$ cat config.mk
export PLATFORM = sky130hd
export DESIGN_NAME = conv_ram_reader_flat
export DESIGN_NICKNAME = d
export VERILOG_FILES = /design/src/rtl/npu_pkg.sv /design/src/rtl/conv_ram_reader_if.sv /design/src/rtl/conv_rd_fifo.sv /design/src/rtl/conv_ram_reader.sv /design/src/flat_wrapper.sv
export SDC_FILE = /design/constraint.sdc
export NUM_CORES = 1
export LEC_CHECK = 0
export ABC_AREA = 1
export BUFFER_PORTS_ARGS = -buffer_cell sky130_fd_sc_hd__buf_2
export CAP_MARGIN = 10
export CORE_MARGIN = 5
export CORE_UTILIZATION = 45
export CTS_BUF_LIST = sky130_fd_sc_hd__clkbuf_16
export DETAILED_ROUTE_END_ITERATION = 16
export HOLD_SLACK_MARGIN = 0.03
export PLACE_DENSITY = 0.76
export REMOVE_ABC_BUFFERS = 1
export SLEW_MARGIN = 10
export SYNTH_ARGS = -nofsm -noshare
export SYNTH_HDL_FRONTEND = slang
export SYNTH_HIERARCHICAL = 1
export SYNTH_SLANG_ARGS = --single-unit
$ cat constraint.sdc
create_clock -name clock -period 2.93 [get_ports clock]
set_input_delay 0.1465 -clock clock [delete_from_list [all_inputs] [get_ports clock]]
set_output_delay 0.1465 -clock clock [all_outputs]
set_load 0.01 [all_outputs]
$ cat src/rtl/npu_pkg.sv
// ---------------------------------------------------------------------------
// npu_pkg
// Shared definitions for the NPU feature-map read path.
//   ADDR_W_DEF / DATA_W_DEF / DIM_W_DEF : default RAM address, pixel and
//                                         window-dimension widths
//   rd_state_t                          : window reader sequencing states
// ---------------------------------------------------------------------------
package npu_pkg;

    localparam int ADDR_W_DEF = 14;
    localparam int DATA_W_DEF = 8;
    localparam int DIM_W_DEF  = 8;

    typedef enum logic [1:0] {
        ST_IDLE  = 2'd0,
        ST_RUN   = 2'd1,
        ST_FLUSH = 2'd2
    } rd_state_t;

endpackage

$ cat src/rtl/conv_ram_reader_if.sv
// ---------------------------------------------------------------------------
// conv_ram_reader_if
// Bundles the feature-map RAM port and the outgoing pixel stream of the
// window reader.
//   ram_address / ram_data / ram_wren : RAM command side (reader drives)
//   ram_q                             : RAM read data, 1-cycle latency
//   out_valid / out_ready             : pixel stream handshake
//   out_data / out_eol / out_last     : pixel, end-of-row, end-of-window
// Modports: master = reader, slave = RAM + stream consumer.
// ---------------------------------------------------------------------------
interface conv_ram_reader_if
    import npu_pkg::*;
#(
    parameter int ADDR_W = ADDR_W_DEF,
    parameter int DATA_W = DATA_W_DEF
);

    logic [ADDR_W-1:0] ram_address;
    logic [DATA_W-1:0] ram_data;
    logic              ram_wren;
    logic [DATA_W-1:0] ram_q;

    logic              out_valid;
    logic              out_ready;
    logic [DATA_W-1:0] out_data;
    logic              out_eol;
    logic              out_last;

    modport master (
        output ram_address, ram_data, ram_wren,
        input  ram_q,
        output out_valid, out_data, out_eol, out_last,
        input  out_ready
    );

    modport slave (
        input  ram_address, ram_data, ram_wren,
        output ram_q,
        input  out_valid, out_data, out_eol, out_last,
        output out_ready
    );

endinterface

$ cat src/rtl/conv_rd_fifo.sv
// ---------------------------------------------------------------------------
// conv_rd_fifo
// Two-entry valid/ready FIFO that decouples captured RAM data from the
// stream consumer.
//   clock, reset_n : clock and asynchronous active-low reset
//   wr_valid       : push wr_data this cycle (caller guarantees not full)
//   wr_data        : entry to store
//   rd_ready       : consumer accepts the head entry
//   rd_valid       : head entry present
//   rd_data        : head entry (zero when empty)
//   count          : number of stored entries, 0..2
// ---------------------------------------------------------------------------
module conv_rd_fifo #(
    parameter int W = 10
) (
    input  logic         clock,
    input  logic         reset_n,
    input  logic         wr_valid,
    input  logic [W-1:0] wr_data,
    input  logic         rd_ready,
    output logic         rd_valid,
    output logic [W-1:0] rd_data,
    output logic [1:0]   count
);

    logic [W-1:0] mem [2];
    logic         wr_ptr;
    logic         rd_ptr;
    logic         push;
    logic         pop;

    assign push     = wr_valid;
    assign rd_valid = (count != 2'd0);
    assign pop      = rd_valid && rd_ready;
    // Mask the head so the stream outputs read zero while empty/after reset.
    assign rd_data  = rd_valid ? mem[rd_ptr] : '0;

    always_ff @(posedge clock or negedge reset_n) begin
        if (!reset_n) begin
            wr_ptr <= 1'b0;
            rd_ptr <= 1'b0;
            count  <= 2'd0;
        end else begin
            if (push) begin
                wr_ptr <= ~wr_ptr;
            end
            if (pop) begin
                rd_ptr <= ~rd_ptr;
            end
            case ({push, pop})
                2'b10:   count <= count + 2'd1;
                2'b01:   count <= count - 2'd1;
                default: count <= count;
            endcase
        end
    end

    always_ff @(posedge clock) begin
        if (push) begin
            mem[wr_ptr] <= wr_data;
        end
    end

endmodule

$ cat src/rtl/conv_ram_reader.sv
// ---------------------------------------------------------------------------
// conv_ram_reader
// Walks a rows x cols window of the feature-map RAM (row-major, programmable
// row stride, addresses wrap mod 2^ADDR_W) and streams the pixels out with
// end-of-row / end-of-window markers.
//   clock, reset_n        : clock and asynchronous active-low reset
//   start                 : one-cycle request, honoured only when idle
//   base_addr             : address of element (0,0)
//   num_rows / num_cols   : window size; either zero gives an empty window
//   row_stride            : address step between row starts
//   busy                  : window in progress
//   done                  : one-cycle completion pulse
//   bus (master)          : RAM port + pixel stream
// Reads are throttled so captured data plus the one read in flight never
// exceed the 2-entry output FIFO, which gives full rate under continuous
// ready and lossless backpressure.
// ---------------------------------------------------------------------------
module conv_ram_reader
    import npu_pkg::*;
#(
    parameter int ADDR_W = ADDR_W_DEF,
    parameter int DATA_W = DATA_W_DEF,
    parameter int DIM_W  = DIM_W_DEF
) (
    input  logic              clock,
    input  logic              reset_n,
    input  logic              start,
    input  logic [ADDR_W-1:0] base_addr,
    input  logic [DIM_W-1:0]  num_rows,
    input  logic [DIM_W-1:0]  num_cols,
    input  logic [ADDR_W-1:0] row_stride,
    output logic              busy,
    output logic              done,
    conv_ram_reader_if.master bus
);

    rd_state_t         state;

    logic [ADDR_W-1:0] row_base;
    logic [ADDR_W-1:0] stride_l;
    logic [DIM_W-1:0]  col;
    logic [DIM_W-1:0]  row_idx;
    logic [DIM_W-1:0]  cols_l;
    logic [DIM_W-1:0]  rows_l;
    logic [ADDR_W-1:0] last_addr;

    logic              vld_p1;
    logic              eol_p1;
    logic              last_p1;

    logic              fifo_valid;
    logic [DATA_W+1:0] fifo_head;
    logic [1:0]        fifo_count;

    logic              accept;
    logic              pop;
    logic              issue;
    logic              col_end;
    logic              row_end;
    logic [1:0]        occupancy;
    logic [ADDR_W-1:0] issue_addr;

    // Issue stage (p0): decide whether a read goes out this cycle
    always_comb begin
        accept     = (state == ST_IDLE) && start && (num_rows != '0) && (num_cols != '0);
        col_end    = (col == cols_l - DIM_W'(1));
        row_end    = (row_idx == rows_l - DIM_W'(1));
        issue_addr = row_base + ADDR_W'(col);
        pop        = fifo_valid && bus.out_ready;
        occupancy  = fifo_count + {1'b0, vld_p1};
        // A slot frees up this cycle if the head pops, so a full pipeline
        // may still issue; this keeps one beat per cycle at steady state.
        issue      = (state == ST_RUN) &&
                     ((occupancy <= 2'd1) || ((occupancy == 2'd2) && pop));
    end

    assign bus.ram_address = issue ? issue_addr : last_addr;
    assign bus.ram_data    = '0;
    assign bus.ram_wren    = 1'b0;

    always_ff @(posedge clock or negedge reset_n) begin
        if (!reset_n) begin
            state     <= ST_IDLE;
            busy      <= 1'b0;
            done      <= 1'b0;
            vld_p1    <= 1'b0;
            last_addr <= '0;
        end else begin
            done   <= 1'b0;
            vld_p1 <= issue;
            if (issue) begin
                last_addr <= issue_addr;
            end
            case (state)
                ST_IDLE: begin
                    if (accept) begin
                        state <= ST_RUN;
                        busy  <= 1'b1;
                    end else if (start) begin
                        // Empty window: nothing to stream, just acknowledge.
                        done <= 1'b1;
                    end
                end
                ST_RUN: begin
                    if (issue && col_end && row_end) begin
                        state <= ST_FLUSH;
                    end
                end
                ST_FLUSH: begin
                    if (pop && fifo_head[DATA_W]) begin
                        state <= ST_IDLE;
                        busy  <= 1'b0;
                        done  <= 1'b1;
                    end
                end
                default: begin
                    state <= ST_IDLE;
                    busy  <= 1'b0;
                end
            endcase
        end
    end

    // Address walk and marker delay (p0 -> p1); only meaningful while busy
    always_ff @(posedge clock) begin
        if (accept) begin
            row_base <= base_addr;
            stride_l <= row_stride;
            cols_l   <= num_cols;
            rows_l   <= num_rows;
            col      <= '0;
            row_idx  <= '0;
        end else if (issue) begin
            if (col_end) begin
                col      <= '0;
                row_base <= row_base + stride_l;
                row_idx  <= row_idx + DIM_W'(1);
            end else begin
                col <= col + DIM_W'(1);
            end
        end
        if (issue) begin
            eol_p1  <= col_end;
            last_p1 <= col_end && row_end;
        end
    end

    // Capture stage (p1): RAM data lands in the FIFO with its markers
    conv_rd_fifo #(
        .W (DATA_W + 2)
    ) u_fifo (
        .clock    (clock),
        .reset_n  (reset_n),
        .wr_valid (vld_p1),
        .wr_data  ({eol_p1, last_p1, bus.ram_q}),
        .rd_ready (bus.out_ready),
        .rd_valid (fifo_valid),
        .rd_data  (fifo_head),
        .count    (fifo_count)
    );

    assign bus.out_valid = fifo_valid;
    assign bus.out_data  = fifo_head[DATA_W-1:0];
    assign bus.out_last  = fifo_head[DATA_W];
    assign bus.out_eol   = fifo_head[DATA_W+1];

endmodule
$ cat src/flat_wrapper.sv
// flat-port wrapper written by rule: the top's interface ports become plain ports
module conv_ram_reader_flat import npu_pkg::*;
#(
    parameter int ADDR_W = ADDR_W_DEF,
    parameter int DATA_W = DATA_W_DEF,
    parameter int DIM_W  = DIM_W_DEF
)
  (clock, reset_n, start, base_addr, num_rows, num_cols, row_stride, busy, done, bus_ram_address, bus_ram_data, bus_ram_wren, bus_ram_q, bus_out_valid, bus_out_data, bus_out_eol, bus_out_last, bus_out_ready);
  conv_ram_reader_if #(.ADDR_W(ADDR_W), .DATA_W(DATA_W)) bus_i ();
  input  logic clock;
  input  logic reset_n;
  input  logic start;
  input  logic [ADDR_W-1:0] base_addr;
  input  logic [DIM_W-1:0] num_rows;
  input  logic [DIM_W-1:0] num_cols;
  input  logic [ADDR_W-1:0] row_stride;
  output logic busy;
  output logic done;
  output wire logic [$bits(bus_i.ram_address)-1:0] bus_ram_address;
  output wire logic [$bits(bus_i.ram_data)-1:0] bus_ram_data;
  output wire logic [$bits(bus_i.ram_wren)-1:0] bus_ram_wren;
  input wire logic [$bits(bus_i.ram_q)-1:0] bus_ram_q;
  output wire logic [$bits(bus_i.out_valid)-1:0] bus_out_valid;
  output wire logic [$bits(bus_i.out_data)-1:0] bus_out_data;
  output wire logic [$bits(bus_i.out_eol)-1:0] bus_out_eol;
  output wire logic [$bits(bus_i.out_last)-1:0] bus_out_last;
  input wire logic [$bits(bus_i.out_ready)-1:0] bus_out_ready;
  assign bus_ram_address = bus_i.ram_address;
  assign bus_ram_data = bus_i.ram_data;
  assign bus_ram_wren = bus_i.ram_wren;
  assign bus_i.ram_q = bus_ram_q;
  assign bus_out_valid = bus_i.out_valid;
  assign bus_out_data = bus_i.out_data;
  assign bus_out_eol = bus_i.out_eol;
  assign bus_out_last = bus_i.out_last;
  assign bus_i.out_ready = bus_out_ready;
  conv_ram_reader #(.ADDR_W(ADDR_W), .DATA_W(DATA_W), .DIM_W(DIM_W)) u_core (.clock(clock), .reset_n(reset_n), .start(start), .base_addr(base_addr), .num_rows(num_rows), .num_cols(num_cols), .row_stride(row_stride), .busy(busy), .done(done), .bus(bus_i));
endmodule
==> summary.md <==
| Metric | Value |
|---|---|
| Number of max-capacitance violations reported | 0 |
| CTS tree | yes |
| Setup TNS | 0 ns |
| Cell at the slowest stage of the critical path | dfxtp_1 |
| Count of yosys warnings during synthesis | 6 |
| Total via count after detailed routing | 4814 |
| Number of synthesized register bits | 105 |
| Diodes inserted | 0 |
| Setup repair after global routing missed its margin | no |
| Maximum fanout count along the critical path | 6 |
| P per Cell Area | 771 nW/um2 |
| Endpoint class of the critical path | output pin |
| Slew @ Worst Pin | 0.823 ns |
| Fraction of the cycle the final worst path needs | 0.919 |
| Fmax | 372 MHz |
| Core Box Area | 12700 um2 |
| Via density per instance | 4.92 |
| DR iter-0 viols | 356 |
| Number of unique standard cell types used by synthesis | 38 |
| Count of buffers from port buffering | 82 |
| Min Clock Period, post-route | 2.69 ns |
| Top cell family by delay on the critical path | adder cells |
| Ports | 92 |
| Worst path cell trace | ha_1, inv_1, fa_1, o21ai_1, nand4_1, nand2_1, a31oi_1, o21ai_0, buf_2 |
| Number of design rule violations left after detail routing | 0 |
| Final GP Congestion | 0.924 |
| Clock insertion delay at the later pin of the skew report | 0.35 ns |
| Avg Inst Size Synth | 8.65 um2 |
| Layout cells sized above 1 | 0.151 |
| HPWL Detailed | 9630 um |
| Fin worst setup slack | 0.239 ns |
| Setup slack after placement | 0.527 ns |
| Leakage component of the power | 3.19 nW |
| Initial standard-cell utilization of the core | 0.462 |
| Seq/Total Area, Yosys | 0.492 |
| Vias in the first global route | 4465 |
| Number of hold-slack violations in the final timing report | 0 |
| Remaining Overflow, GRT | 0 |
| Largest net degree at the start of global routing | 41 |
| Clock slew at the register clock pins of the worst setup and hold paths | 0.07 ns |
| Area of the mapped netlist | 5850 um2 |
| Final WL | 13000 um |
| Non-Filler Cell Area, Final | 7090 um2 |
| NumNets Final | 887 |
| Critical Path Source Type | register |
| Row count | 41 |
| Tightest slew margin relative to the limit | 0.449 |
| Width of the chip | 124 um |
| TritonCTS buffer count | 9 |
| Die area | 15400 um2 |
| Overall routing resource usage | 0.174 |
| Total of fill cells in the finished design | 1137 |
| IR Drop Worst-Case VDD | 0.000433 V |
| Worst path max stage delay | 0.43 ns |
| Clock Skews | 0.00775 ns |
| Class of the tightest hold or removal check | in -> reg |
| CTS root buffer | clkbuf_16 |
| Max-slew violations | 0 |
| Remaining antenna violation count | 0 |
| Antenna violations before repair | 0 |
| First-pass GRT wire length | 20900 um |
| Critical Path RT | 2.78 ns |
| Max Root-Sink Buffers | 2 |
| Result of the run | complete, no violations |
| Data arrival time of the critical path | 2.54 ns |
| Die height | 124 um |
| Post-CTS repair timing setup buffer count | 0 |
| Number of buffer and inverter instances along the worst setup path | 2 |
| Count of H-tree levels built during CTS | 3 |
| Category of the critical setup timing path | reg -> out |
| Area added between synthesis and finish | 21.1% |
| Mapped Cells | 677 |
| Cell area reported after detailed placement | 6420 um2 |
| Wirelength per Cell | 13.3 um |
| Final setup viols | 0 |
| Total iterations of the first detailed-routing run | 5 |
| Number of sinks driven by the clock tree | 105 |
==> report_power, final <==
| part | switching [mW] | internal, mW | leakage [nW] |
|---|---|---|---|
| combinational | 1.35 | 0.788 | 2.03 |
| clock | 0.557 | 0.594 | 0.144 |
| sequential | 0.208 | 1.96 | 1.02 |
| total | 2.12 | 3.35 | 3.19 |
==> tightest hold or removal path, stage by stage <==
cell     delay (ns)
buf_2          0.08
nand2_1        0.04
nand2_1        0.05
==> sequential cells by signal (all words and copies together) (netlist names), 2 cells and up <==
signal / count
u_core/col: 8
u_core/cols_l: 8
u_core/last_addr: 14
u_core/row_base: 14
u_core/row_idx: 8
u_core/rows_l: 8
u_core/state: 2
u_core/stride_l: 14
u_core/u_fifo/count: 2
u_core/u_fifo/mem: 20
==> through the flow <==
step,std cells,util,hold WS (ns),total power [mW]
2_1_floorplan,663,-,-0.149,3.47
3_3_place_gp,924,0.506,0.158,4.26
3_5_place_dp,924,0.506,0.158,4.29
4_1_cts,979,0.560,0.0589,5.51
5_1_grt,979,0.560,0.0700,5.90
6_report,979,0.560,0.0648,5.46
==> logic make-up (layout without fill, tap and decap cells) <==
logic type	Yosys count	after routing	share of synthesized area
xor+xnor	34	34	0.0509
flops	105	105	0.492
compound gates	91	91	0.0846
simple gates	325	325	0.238
other cells	1	9	0.000641
buf+inv	92	214	0.0699
fa+ha+maj	29	29	0.0645
==> timing repair <==
action | CTS | global route
setup endpoints to repair | 0 | 4
resized for setup | 0 | 1
hold buffers | 39 | 0
endpoints found under the hold margin | 69 | 0
==> cells in the mapped netlist <==
cell | n | area (um2)
a21o_1 | 4 | 30.0
a21oi_1 | 37 | 185
a22oi_1 | 1 | 7.51
a31oi_1 | 7 | 43.8
a41oi_1 | 1 | 8.76
buf_2 | 6 | 30.0
buf_4 | 11 | 82.6
buf_6 | 2 | 22.5
clkbuf_1 | 3 | 11.3
clkinv_1 | 1 | 3.75
conb_1 | 1 | 3.75
dfrtp_1 | 23 | 576
dfxtp_1 | 16 | 320
edfxtp_1 | 66 | 1980
fa_1 | 2 | 40.0
ha_1 | 27 | 338
inv_1 | 67 | 251
inv_2 | 2 | 7.51
nand2_1 | 185 | 694
nand2_2 | 4 | 25.0
nand3_1 | 43 | 215
nand3_4 | 1 | 17.5
nand3b_1 | 1 | 7.51
nand4_1 | 17 | 106
nor2_1 | 54 | 203
nor2_2 | 5 | 31.3
nor2_4 | 2 | 22.5
nor3_1 | 9 | 45.0
nor4_1 | 2 | 12.5
o21a_1 | 1 | 7.51
o21ai_0 | 34 | 170
o21ai_1 | 1 | 5.00
o21ai_2 | 1 | 8.76
o21bai_1 | 3 | 22.5
o22ai_1 | 1 | 6.26
or2_2 | 2 | 12.5
xnor2_1 | 18 | 158
xor2_1 | 16 | 140
==> metal layers <==
metal  share of wire  track usage  routed length, um
met4          0.0092       0.0424                120
met1            0.46        0.229               5970
met2            0.47        0.292               6060
met5               0            0                  0
met3           0.063       0.0404                821
==> cells in the final DEF (no fill, tap or decap), drive strengths merged, types with 17 or more instances in the layout <==
| cell | n |
|---|---|
| buf | 89 |
| dfrtp | 23 |
| inv | 74 |
| xnor2 | 18 |
| dlygate4sd3 | 39 |
| nand3 | 44 |
| nor2 | 61 |
| nand4 | 17 |
| a21oi | 37 |
| o21ai | 36 |
| edfxtp | 66 |
| ha | 27 |
| nand2 | 189 |
==> final timing paths <==
kind	to	start	slack (ns)	cells past startpoint
min reg2reg	u_core/u_fifo/mem[0][8]	u_core/last_p1	0.45	0
min	u_core/row_base[0]	base_addr[0]	0.06	3
max reg2reg	u_core/row_base[5]	u_core/cols_l[0]	0.57	12
max in group asynchronous	u_core/last_addr[1]	reset_n	2.24	2
max	bus_ram_address[10]	u_core/col[0]	0.24	9
min in group asynchronous	u_core/last_addr[13]	reset_n	0.32	2
==> area by class of cell <==
type | instances | area (um2) | share of cell area
clock buffer | 9 | 225 | 0.0318
clock inverter | 7 | 58.8 | 0.00829
inverter | 70 | 263 | 0.0371
multi-input combinational | 488 | 2600 | 0.366
sequential | 105 | 2880 | 0.406
tap | 172 | 215 | 0.0304
timing repair buffer | 128 | 853 | 0.120
Note: power is estimated with default switching activity, not from simulation.
